`src/rtl/uart_pkg.sv`:
```
// Shared UART definitions: FSM encodings, frame constants, bit-period helper.
package uart_pkg;

  // One-hot-ish state encodings shared with the receive path
  localparam logic [3:0] IDLE   = 4'd0;
  localparam logic [3:0] START  = 4'd1;
  localparam logic [3:0] DATA   = 4'd2;
  localparam logic [3:0] PARITY = 4'd4;
  localparam logic [3:0] STOP   = 4'd8;

  localparam int DATA_BITS  = 8;
  localparam int FRAME_BITS = 11;

  // Clocks per serial bit; caller guarantees the result is >= 2
  function automatic int bit_cycles(input int clockrate, input int baudrate);
    return clockrate / baudrate;
  endfunction

endpackage

```
`src/rtl/uart_tx_if.sv`:
```
// Core-side write handshake for the UART transmitter.
interface uart_tx_if;
  import uart_pkg::*;

  logic                 send_flag;
  logic [DATA_BITS-1:0] send_data;
  logic                 send_ack;
  logic                 sendable;
  logic                 overflow;

  modport master (output send_flag, send_data, input send_ack, sendable, overflow);
  modport slave  (input send_flag, send_data, output send_ack, sendable, overflow);
endinterface

```
`src/rtl/uart_tx_fifo.sv`:
```
// Synchronous byte FIFO; head is visible combinationally on rdata.
module uart_tx_fifo #(
  parameter int ADDR_L = 5,
  parameter int DATA_L = 8
) (
  input  logic              clk,
  input  logic              rst_n,
  input  logic              push,
  input  logic              pop,
  input  logic [DATA_L-1:0] wdata,
  output logic [DATA_L-1:0] rdata,
  output logic [ADDR_L:0]   count,
  output logic              full,
  output logic              empty
);
  localparam int DEPTH = 1 << ADDR_L;

  logic [DATA_L-1:0] mem_q [DEPTH];
  logic [DATA_L-1:0] mem_d [DEPTH];
  logic [ADDR_L-1:0] wr_ptr_q, wr_ptr_d, rd_ptr_q, rd_ptr_d;
  logic [ADDR_L:0]   count_q, count_d;
  logic              push_ok, pop_ok;

  assign full    = (count_q == (ADDR_L+1)'(DEPTH));
  assign empty   = (count_q == '0);
  assign count   = count_q;
  assign rdata   = mem_q[rd_ptr_q];
  // Acceptance looks only at the pre-edge count: no full-FIFO bypass
  assign push_ok = push && !full;
  assign pop_ok  = pop && !empty;

  // Next-state for storage, pointers (wrap naturally) and occupancy
  always_comb begin
    mem_d = mem_q;
    if (push_ok) mem_d[wr_ptr_q] = wdata;
    wr_ptr_d = wr_ptr_q + ADDR_L'(push_ok);
    rd_ptr_d = rd_ptr_q + ADDR_L'(pop_ok);
    count_d  = count_q + (ADDR_L+1)'(push_ok) - (ADDR_L+1)'(pop_ok);
  end

  // Storage is not reset; only pointers and count matter
  always_ff @(posedge clk) begin
    mem_q <= mem_d;
    if (!rst_n) begin
      wr_ptr_q <= '0;
      rd_ptr_q <= '0;
      count_q  <= '0;
    end else begin
      wr_ptr_q <= wr_ptr_d;
      rd_ptr_q <= rd_ptr_d;
      count_q  <= count_d;
    end
  end
endmodule

```
`src/rtl/uart_tx.sv`:
```
// UART transmitter: byte FIFO feeding a start/8N-data/parity/stop serialiser.
module uart_tx
  import uart_pkg::*;
#(
  parameter int BAUDRATE  = 9600,
  parameter int CLOCKRATE = 100000000,
  parameter int ADDR_L    = 5
) (
  input  logic      CLK,
  input  logic      RST,
  uart_tx_if.slave  bus,
  output logic      busy,
  output logic      tx_done,
  output logic      Tx
);
  localparam int BC    = bit_cycles(CLOCKRATE, BAUDRATE);
  localparam int TW    = $clog2(BC);
  localparam int DEPTH = 1 << ADDR_L;
  localparam int CW    = ADDR_L + 1;

  logic [3:0]           state_q, state_d;
  logic [TW-1:0]        timer_q, timer_d;
  logic [2:0]           idx_q, idx_d;
  logic [DATA_BITS-1:0] shreg_q, shreg_d;
  logic                 par_q, par_d;
  logic                 tx_q, tx_d;
  logic                 send_ack_q, send_ack_d;
  logic                 overflow_q, overflow_d;
  logic                 sendable_q, sendable_d;

  logic [DATA_BITS-1:0] rdata;
  logic [CW-1:0]        count, cnt_nxt;
  logic                 full, empty, pop, push_ok, wrap;

  uart_tx_fifo #(.ADDR_L(ADDR_L), .DATA_L(DATA_BITS)) u_fifo (
    .clk   (CLK),
    .rst_n (RST),
    .push  (bus.send_flag),
    .pop   (pop),
    .wdata (bus.send_data),
    .rdata (rdata),
    .count (count),
    .full  (full),
    .empty (empty)
  );

  assign wrap         = (timer_q == TW'(BC - 1));
  assign push_ok      = bus.send_flag && !full;
  assign cnt_nxt      = count + CW'(push_ok) - CW'(pop);
  assign busy         = (state_q != IDLE);
  assign tx_done      = (state_q == STOP) && wrap;
  assign Tx           = tx_q;
  assign bus.send_ack = send_ack_q;
  assign bus.overflow = overflow_q;
  assign bus.sendable = sendable_q;

  // Frame sequencing, bit timing and handshake outputs
  always_comb begin
    state_d    = state_q;
    timer_d    = timer_q;
    idx_d      = idx_q;
    shreg_d    = shreg_q;
    par_d      = par_q;
    tx_d       = tx_q;
    pop        = 1'b0;
    // Timer only runs inside a frame; wrap returns it to 0 for the next bit
    if (state_q != IDLE) timer_d = wrap ? '0 : timer_q + TW'(1);
    case (state_q)
      IDLE: if (!empty) begin
        pop = 1'b1; shreg_d = rdata; par_d = ^rdata;
        tx_d = 1'b0; state_d = START; timer_d = '0;
      end
      START: if (wrap) begin
        state_d = DATA; idx_d = '0; tx_d = shreg_q[0];
      end
      DATA: if (wrap) begin
        if (idx_q == 3'(DATA_BITS - 1)) begin
          state_d = PARITY; tx_d = par_q;
        end else begin
          idx_d = idx_q + 3'd1; tx_d = shreg_q[idx_q + 3'd1];
        end
      end
      PARITY: if (wrap) begin
        state_d = STOP; tx_d = 1'b1;
      end
      STOP: if (wrap) begin
        // Chain straight into the next frame when more bytes are queued
        if (!empty) begin
          pop = 1'b1; shreg_d = rdata; par_d = ^rdata;
          tx_d = 1'b0; state_d = START;
        end else begin
          state_d = IDLE; tx_d = 1'b1;
        end
      end
      default: begin
        state_d = IDLE; tx_d = 1'b1; timer_d = '0;
      end
    endcase
    send_ack_d = push_ok;
    overflow_d = bus.send_flag && full;
    sendable_d = (cnt_nxt < CW'(DEPTH));
  end

  // Registered state with synchronous active-low reset
  always_ff @(posedge CLK) begin
    if (!RST) begin
      state_q    <= IDLE;
      timer_q    <= '0;
      idx_q      <= '0;
      shreg_q    <= '0;
      par_q      <= 1'b0;
      tx_q       <= 1'b1;
      send_ack_q <= 1'b0;
      overflow_q <= 1'b0;
      sendable_q <= 1'b1;
    end else begin
      state_q    <= state_d;
      timer_q    <= timer_d;
      idx_q      <= idx_d;
      shreg_q    <= shreg_d;
      par_q      <= par_d;
      tx_q       <= tx_d;
      send_ack_q <= send_ack_d;
      overflow_q <= overflow_d;
      sendable_q <= sendable_d;
    end
  end
endmodule

```
`src/flat_wrapper.sv`:
```
// flat-port wrapper written by rule: the top's interface ports become plain ports
module uart_tx_flat import uart_pkg::*;
#(
  parameter int BAUDRATE  = 9600,
  parameter int CLOCKRATE = 100000000,
  parameter int ADDR_L    = 5
)
  (CLK, RST, busy, tx_done, Tx, bus_send_flag, bus_send_data, bus_send_ack, bus_sendable, bus_overflow);
  uart_tx_if bus_i ();
  input  logic CLK;
  input  logic RST;
  output logic busy;
  output logic tx_done;
  output logic Tx;
  input wire logic [$bits(bus_i.send_flag)-1:0] bus_send_flag;
  input wire logic [$bits(bus_i.send_data)-1:0] bus_send_data;
  output wire logic [$bits(bus_i.send_ack)-1:0] bus_send_ack;
  output wire logic [$bits(bus_i.sendable)-1:0] bus_sendable;
  output wire logic [$bits(bus_i.overflow)-1:0] bus_overflow;
  assign bus_i.send_flag = bus_send_flag;
  assign bus_i.send_data = bus_send_data;
  assign bus_send_ack = bus_i.send_ack;
  assign bus_sendable = bus_i.sendable;
  assign bus_overflow = bus_i.overflow;
  uart_tx #(.BAUDRATE(BAUDRATE), .CLOCKRATE(CLOCKRATE), .ADDR_L(ADDR_L)) u_core (.CLK(CLK), .RST(RST), .bus(bus_i), .busy(busy), .tx_done(tx_done), .Tx(Tx));
endmodule
```
`config.mk`:
```
export PLATFORM = sky130hd
export DESIGN_NAME = uart_tx_flat
export DESIGN_NICKNAME = d
export VERILOG_FILES = /design/src/rtl/uart_pkg.sv /design/src/rtl/uart_tx_if.sv /design/src/rtl/uart_tx_fifo.sv /design/src/rtl/uart_tx.sv /design/src/flat_wrapper.sv
export SDC_FILE = /design/constraint.sdc
export NUM_CORES = 1
export LEC_CHECK = 0
export ABC_AREA = 0
export BUFFER_PORTS_ARGS = -buffer_cell sky130_fd_sc_hd__buf_4
export CORE_MARGIN = 3
export CORE_UTILIZATION = 50
export DETAILED_ROUTE_END_ITERATION = 8
export HOLD_SLACK_MARGIN = 0.02
export PLACE_DENSITY = 0.66
export SLEW_MARGIN = 20
export SYNTH_ARGS = -nofsm -noshare
export SYNTH_HDL_FRONTEND = slang
export SYNTH_SLANG_ARGS = --single-unit
export TNS_END_PERCENT = 30
```
`constraint.sdc`:
```
create_clock -name CLK -period 6.5 [get_ports CLK]
set_clock_uncertainty 0.15 [all_clocks]
set_input_delay 0.65 -clock CLK [delete_from_list [all_inputs] [get_ports CLK]]
set_output_delay 0.65 -clock CLK [all_outputs]
set_load 0.01 [all_outputs]
```
# Word level (Yosys, flattened, before mapping)

Cells that the tools add are included.

Bits in registers: 306
Input port bits: 11
Output and inout port bits: 6
Logic and storage cells: 131

$add $sub $neg: 7
Order comparisons: 5
Eq/ne operators: 14
Multiplexer cells: 41
Bitwise operators: 2
Reductions and logical operators: 18

Operator list:

| cell                  | number |
|---|---|
| $bwmux 256            | 1 |
| $mux 14               | 3 |
| $bmux 8 s5            | 1 |
| $demux 8 s5           | 1 |
| $mux 8                | 5 |
| $pmux 14 s2           | 1 |
| $mux 4                | 6 |
| $pmux 4 s5            | 1 |
| $pmux 8 s2            | 1 |
| $add 14x1->14 const B | 1 |
| $eq 14x14->1 const B  | 1 |
| $mux 1                | 13 |
| $ge 6x6->1 const B    | 2 |
| $not 5->6             | 2 |
| $sub 6x1->6           | 2 |
| $add 5x1->5           | 2 |
| $ne 2x1->1 const B    | 5 |
| $mux 3                | 3 |
| $reduce_xor 8->1      | 1 |
| $add 6x1->6           | 1 |
| $eq 6x6->1 const B    | 1 |
| $logic_not 6->1       | 1 |
| $lt 6x1->1 const B    | 1 |
| $lt 6x6->1 const B    | 1 |
| other kinds (22)      | 30 |

# Depth between registers and ports, before layout

Depth in word-level cells: 8
Mapped depth: 12
Mapped depth without buffers: 12

# Modules after synthesis

A second synthesis with hierarchy kept.

Cell total of the unflattened synthesis: 764
Area total of the unflattened synthesis: 12837.3 sq um

By module, submodules not included:

| module       | instances | cells each | area an instance (sq um) | sequential area each (sq um) |
|---|---|---|---|---|
| uart_tx_fifo | 1         | 555        | 10819.1                  | 8007.7 |
| uart_tx      | 1         | 209        | 2018.2                   | 680.7 |

# Worst setup path before layout

No wires, ideal clock.

Path kind: flip-flop to flip-flop
Start: reg u_core.u_fifo.count_q[2], in the netlist u_core.u_fifo.count[2]
End: reg u_core.u_fifo.count_q[5], in the netlist u_core.u_fifo.count[5]
Setup time: 115 ps
Data arrival time: 2524 ps
Data required time: 6235 ps
Slack: 3711 ps
Stages on the path, launching flop included: 13
Buffers on the path: 0
Period minus slack after synthesis: 2789 ps
Cell sequence: dfxtp_1 or4_1 nor2_1 nand2_1 nand2_1 inv_1 ha_1 ha_1 xnor2_1 and4b_1 nand3_1 xnor2_1 and2_1

Elaborated cells on any way between the ends: 11
Those cells by class: add/sub (2); eq/ne (1); mux (3); reduce/logical (5)

RTL lines:

| item                     | line               | RTL |
|---|---|---|
| from (decl)              | uart_tx_fifo.sv:21 | `logic [ADDR_L:0] count_q, count_d;` |
| from (signal assigned)   | uart_tx_fifo.sv:51 | `count_q <= count_d;` |
| $eq 6x6->1               | uart_tx_fifo.sv:24 | `assign full = (count_q == (ADDR_L+1)'(DEPTH));` |
| $logic_not 1->1          | n/a                |  |
| $logic_and 1x1->1        | n/a                |  |
| named net u_core.push_ok | uart_tx.sv:33      | `logic full, empty, pop, push_ok, wrap;` |
| $add 6x1->6              | uart_tx_fifo.sv:38 | `count_d = count_q + (ADDR_L+1)'(push_ok) - (ADDR_L+1)'(pop_ok);` |
| $sub 6x1->6              | uart_tx_fifo.sv:38 |  |

The timed path passes the listed nets, and every way through them passes these cells.
A chain may end at the register's enable or synchronous reset.

# Worst setup path in the final report

Start: reg u_core.u_fifo.rd_ptr_q[1]
End: reg u_core.par_q

Longest elaborated chain between the ends: 8

Ends and longest elaborated chain:

| item                                         | line                         | RTL |
|---|---|---|
| from (decl)                                  | uart_tx_fifo.sv:20           | `logic [ADDR_L-1:0] wr_ptr_q, wr_ptr_d, rd_ptr_q, rd_ptr_d;` |
| from (signal assigned)                       | uart_tx_fifo.sv:50           | `rd_ptr_q <= rd_ptr_d;` |
| $not 5->6 (not written as such) *            | uart_tx_fifo.sv:27           | `assign rdata = mem_q[rd_ptr_q];` |
| $bmux 8 s5 *                                 | uart_tx_fifo.sv:27           |  |
| $mux 8 (not written as such) * (2 in series) | uart_tx_fifo.sv:27           |  |
| $reduce_xor 8->1 *                           | uart_tx.sv:70, uart_tx.sv:89 |  |
| $mux 1 *                                     | uart_tx.sv:69, uart_tx.sv:88 |  |
| $mux 1                                       | uart_tx.sv:86                | `STOP: if (wrap) begin` |
| $pmux 1 s2 *                                 | uart_tx.sv:68                | `case (state_q)` |
| to (signal assigned)                         | uart_tx.sv:121               | `par_q <= par_d;` |
| to (decl)                                    | uart_tx.sv:25                | `logic par_q, par_d;` |

Every way passes the cells marked *; elsewhere a longest branch is shown, timed or not. The select of a mux whose other input is x is not followed.

==> impl_results.md <==
* Most common cell after layout, fill and taps aside: edfxtp_1
* Pin count of the biggest net entering global routing at 52
* CTS H-tree lvls at 1
* # resized after CTS at 0
* WP data required at 6.75 ns
* Worst EP arrival at 3.65 ns
* Setup TNS at 0 ns
* Largest cells by area after synthesis: edfxtp_1 (61%), dfxtp_1 (8.0%), mux4_2 (7.3%)
* Syn nets at 755
* Critical-path top delay cell: dfxtp_4
* Routed WL at 24.26 mm
* Post-CTS Setup Bufs at 0
* Top fanout value on the critical path at 48
* Initial antenna violation count at 0
* PD cells at 375.3 nW/um^2
* Slew headroom at 35.16%
* Final min period at 3.401 ns
* Worst VDD drop at 0.2401 mV
* Crit path to: u_core.par_q
* CTS tree: yes
* Total CTS buffers at 31
* Worst skew pair latency at 0.56 ns
* Min-delay src: bus_send_flag
* Row cnt at 57
* Synth warn at 0
* Dominant cell type by area after synthesis: edfxtp_1
* Most used cell along the critical path: xnor2_1
* Router iterations before antenna repair at 5
* Fmax achieved at 294.0 MHz
* Tcrit/Tclk final at 52.32%
* CP startpoint kind: register
* Die extent in y at 164.6 um
* Max Root-Sink Buffers at 3
* WS Path Type: reg -> reg
* Port Buf Inserts at 16
* Final nets at 769
* Layout area overhead at 10.55%
* Die Area at 27,100 sq um
* DP Area at 12,790 sq um
* Power, Total at 0.005220 W
* Total Routing Usage GR at 18.48%
* ANT nets after route at 0
* # diodes at 0
* Routability cong. at 0.8383
* Vias in the first global route at 6,419
* Num Clock Sinks at 306
* Avg Vias per Cell at 5.766
* Syn avg cell area at 17.14 sq um
* Post-synth EDFFs at 256
* Root Buffer Master: clkbuf_16
* Min-delay worst type: in -> reg
* Register area share after synthesis at 69.07%
* Core footprint at 24,530 sq um
* Worst slack at placement at 3.047 ns
* Hold_buf cts at 0
* CTS clock-pin slew for the worst setup and hold paths at 0.06 ns
* Total grt overflow at 0
* HPWL Detailed at 15.13 mm
* PnR worst setup slack at 3.099 ns
* Cell area after layout at 13,910 sq um
* Yosys top cell area share at 61.12%
* Outcome: complete, no violations
* Post-synthesis async set-or-reset flop share at 0%
* Distinct cells, synth at 53
* Ports at 17
* First-pass GRT wire length at 37.71 mm
* Leak pwr at 4.456 nW
* Worst path cell trace: buf_4 -> mux4_2 -> a22o_1 -> a211oi_1 -> a21oi_1 -> xnor2_1 -> xnor2_1 -> xnor2_1 -> a21oi_1
* Via count at 6,325
* Cell Area, Synth at 12,580 sq um
* Setup crit start: u_core.u_fifo.rd_ptr_q[1]
* WL/cell at 22.12 um
* R2R depth at 9
* Register bit total from synthesis at 306
* Top_reg_cell synth: edfxtp_1
* Commonest non-fill, non-tap cells in the layout: edfxtp_1 (256), nor2_1 (64), dfxtp_1 (48)
* Final setup vio count at 0
* Maxcap violations at 0
* Residual DRC at 0
* Initial core utilization at 51.27%
* Reg2reg start: u_core.u_fifo.rd_ptr_q[1]
* 1st-iter DRT viols at 579
* Reg2reg setup slack at 3.10 ns
* Slowest stage delay, CP at 0.73 ns
* Hold Vio Cnt, Final at 0
* Worst setup EP type: register
* Reg2Reg Capture Point: u_core.par_q
* Ratio of cells with drive above 1 in the final layout at 18.37%
* Mapped Cells at 734
* DIE WIDTH at 164.6 um
* Worst-Margin Slew at 0.9727 ns
* Max-slew violations at 0
* RSZ-0062 raised after global routing: false
[state kept, by name, summed over array words and instances (netlist names), 3 cells and up]
signal	cells
u_core.u_fifo.count	6
u_core.state_q	4
u_core.timer_q	14
u_core.u_fifo.wr_ptr_q	5
u_core.idx_q	3
u_core.u_fifo.rd_ptr_q	5
u_core.u_fifo.mem_q	256
u_core.shreg_q	8
[per-stage QoR]
step	hold slack, ns	instances	utilization, %
global route	0.2244	1097	56.68
CTS	0.1897	1097	56.68
detailed placement	0.3446	1039	52.12
finish	0.2059	1097	56.68
floorplan	0.3082	734	-
global placement	0.3225	1039	52.12
[Yosys cell counts (4+ instances only)]
cell      count
o22ai_1       8
inv_1         5
nor2b_1      17
xor2_1       14
nor3_1        5
dfxtp_1      50
mux2i_1      42
buf_6         4
a21oi_1      10
and2_1       16
a211oi_2      8
o21ai_0      10
mux4_1        9
nor2_1       64
clkbuf_1     11
clkbuf_8      7
a21oi_2       7
a22o_1        8
nand2_1      19
nand3b_1      7
mux4_2       41
edfxtp_1    256
ha_1         10
buf_4         4
nand3_1      16
buf_2         5
a22oi_1       8
a211oi_1      8
xnor2_1      21
o221ai_2      6
[layout make-up]
type                    instances  area [sq um]
fillers                      1867         10630
flip-flops and latches        306          8696
multi-input cells             385          3523
clock buffers                  34         797.0
well taps                     324         405.4
clock inverters                24         322.8
repair buffers                 19         142.6
inverters                       5         18.77
[power breakdown]
part / switching (W) / internal, W
Clock: 0.000736 / 0.00117
Combinational: 0.000466 / 0.000483
Sequential: 0.000157 / 0.00221
Total: 0.00136 / 0.00386
[logic make-up after synthesis]
| family | after synthesis | synth area share (%) |
|---|---|---|
| and+or+nand+nor | 165 | 6.665 |
| adders and majority gates | 11 | 1.074 |
| xor gates and xnor gates | 35 | 2.437 |
| buffers and inverters | 43 | 2.914 |
| muxes | 92 | 12.56 |
| DFF | 306 | 69.07 |
| AOI/OAI and AO/OA | 82 | 5.272 |
[worst max-delay path: cells and delay by family, from the launching register on]
kind	cells	cell delay, ns
mux	1	0.44
compound gates	4	0.74
flops	1	0.73
xor+xnor	3	0.50
buf+inv	1	0.65
[worst min path at each step]
stage | endpoint | cells past startpoint
final | u_core.bus.overflow | 3
after floorplan | u_core.bus.send_ack | 1
after global routing | u_core.bus.overflow | 3
after global placement | u_core.idx_q[2] | 2
after detailed placement | u_core.bus.send_ack | 1
after CTS | u_core.bus.overflow | 3
[metal layers]
layer  vias to the layer above  track usage (%)  share of wire (%)  wire length (um)
met5                         -                0                  0                 0
met1                      3192            27.31                 45             10920
met4                         0            4.422                2.1               507
li1                       2907                -                  -                 -
met2                       184            29.51                 47             11520
met3                        42            2.558                5.4              1317
Note: power is estimated with default switching activity, not from simulation.
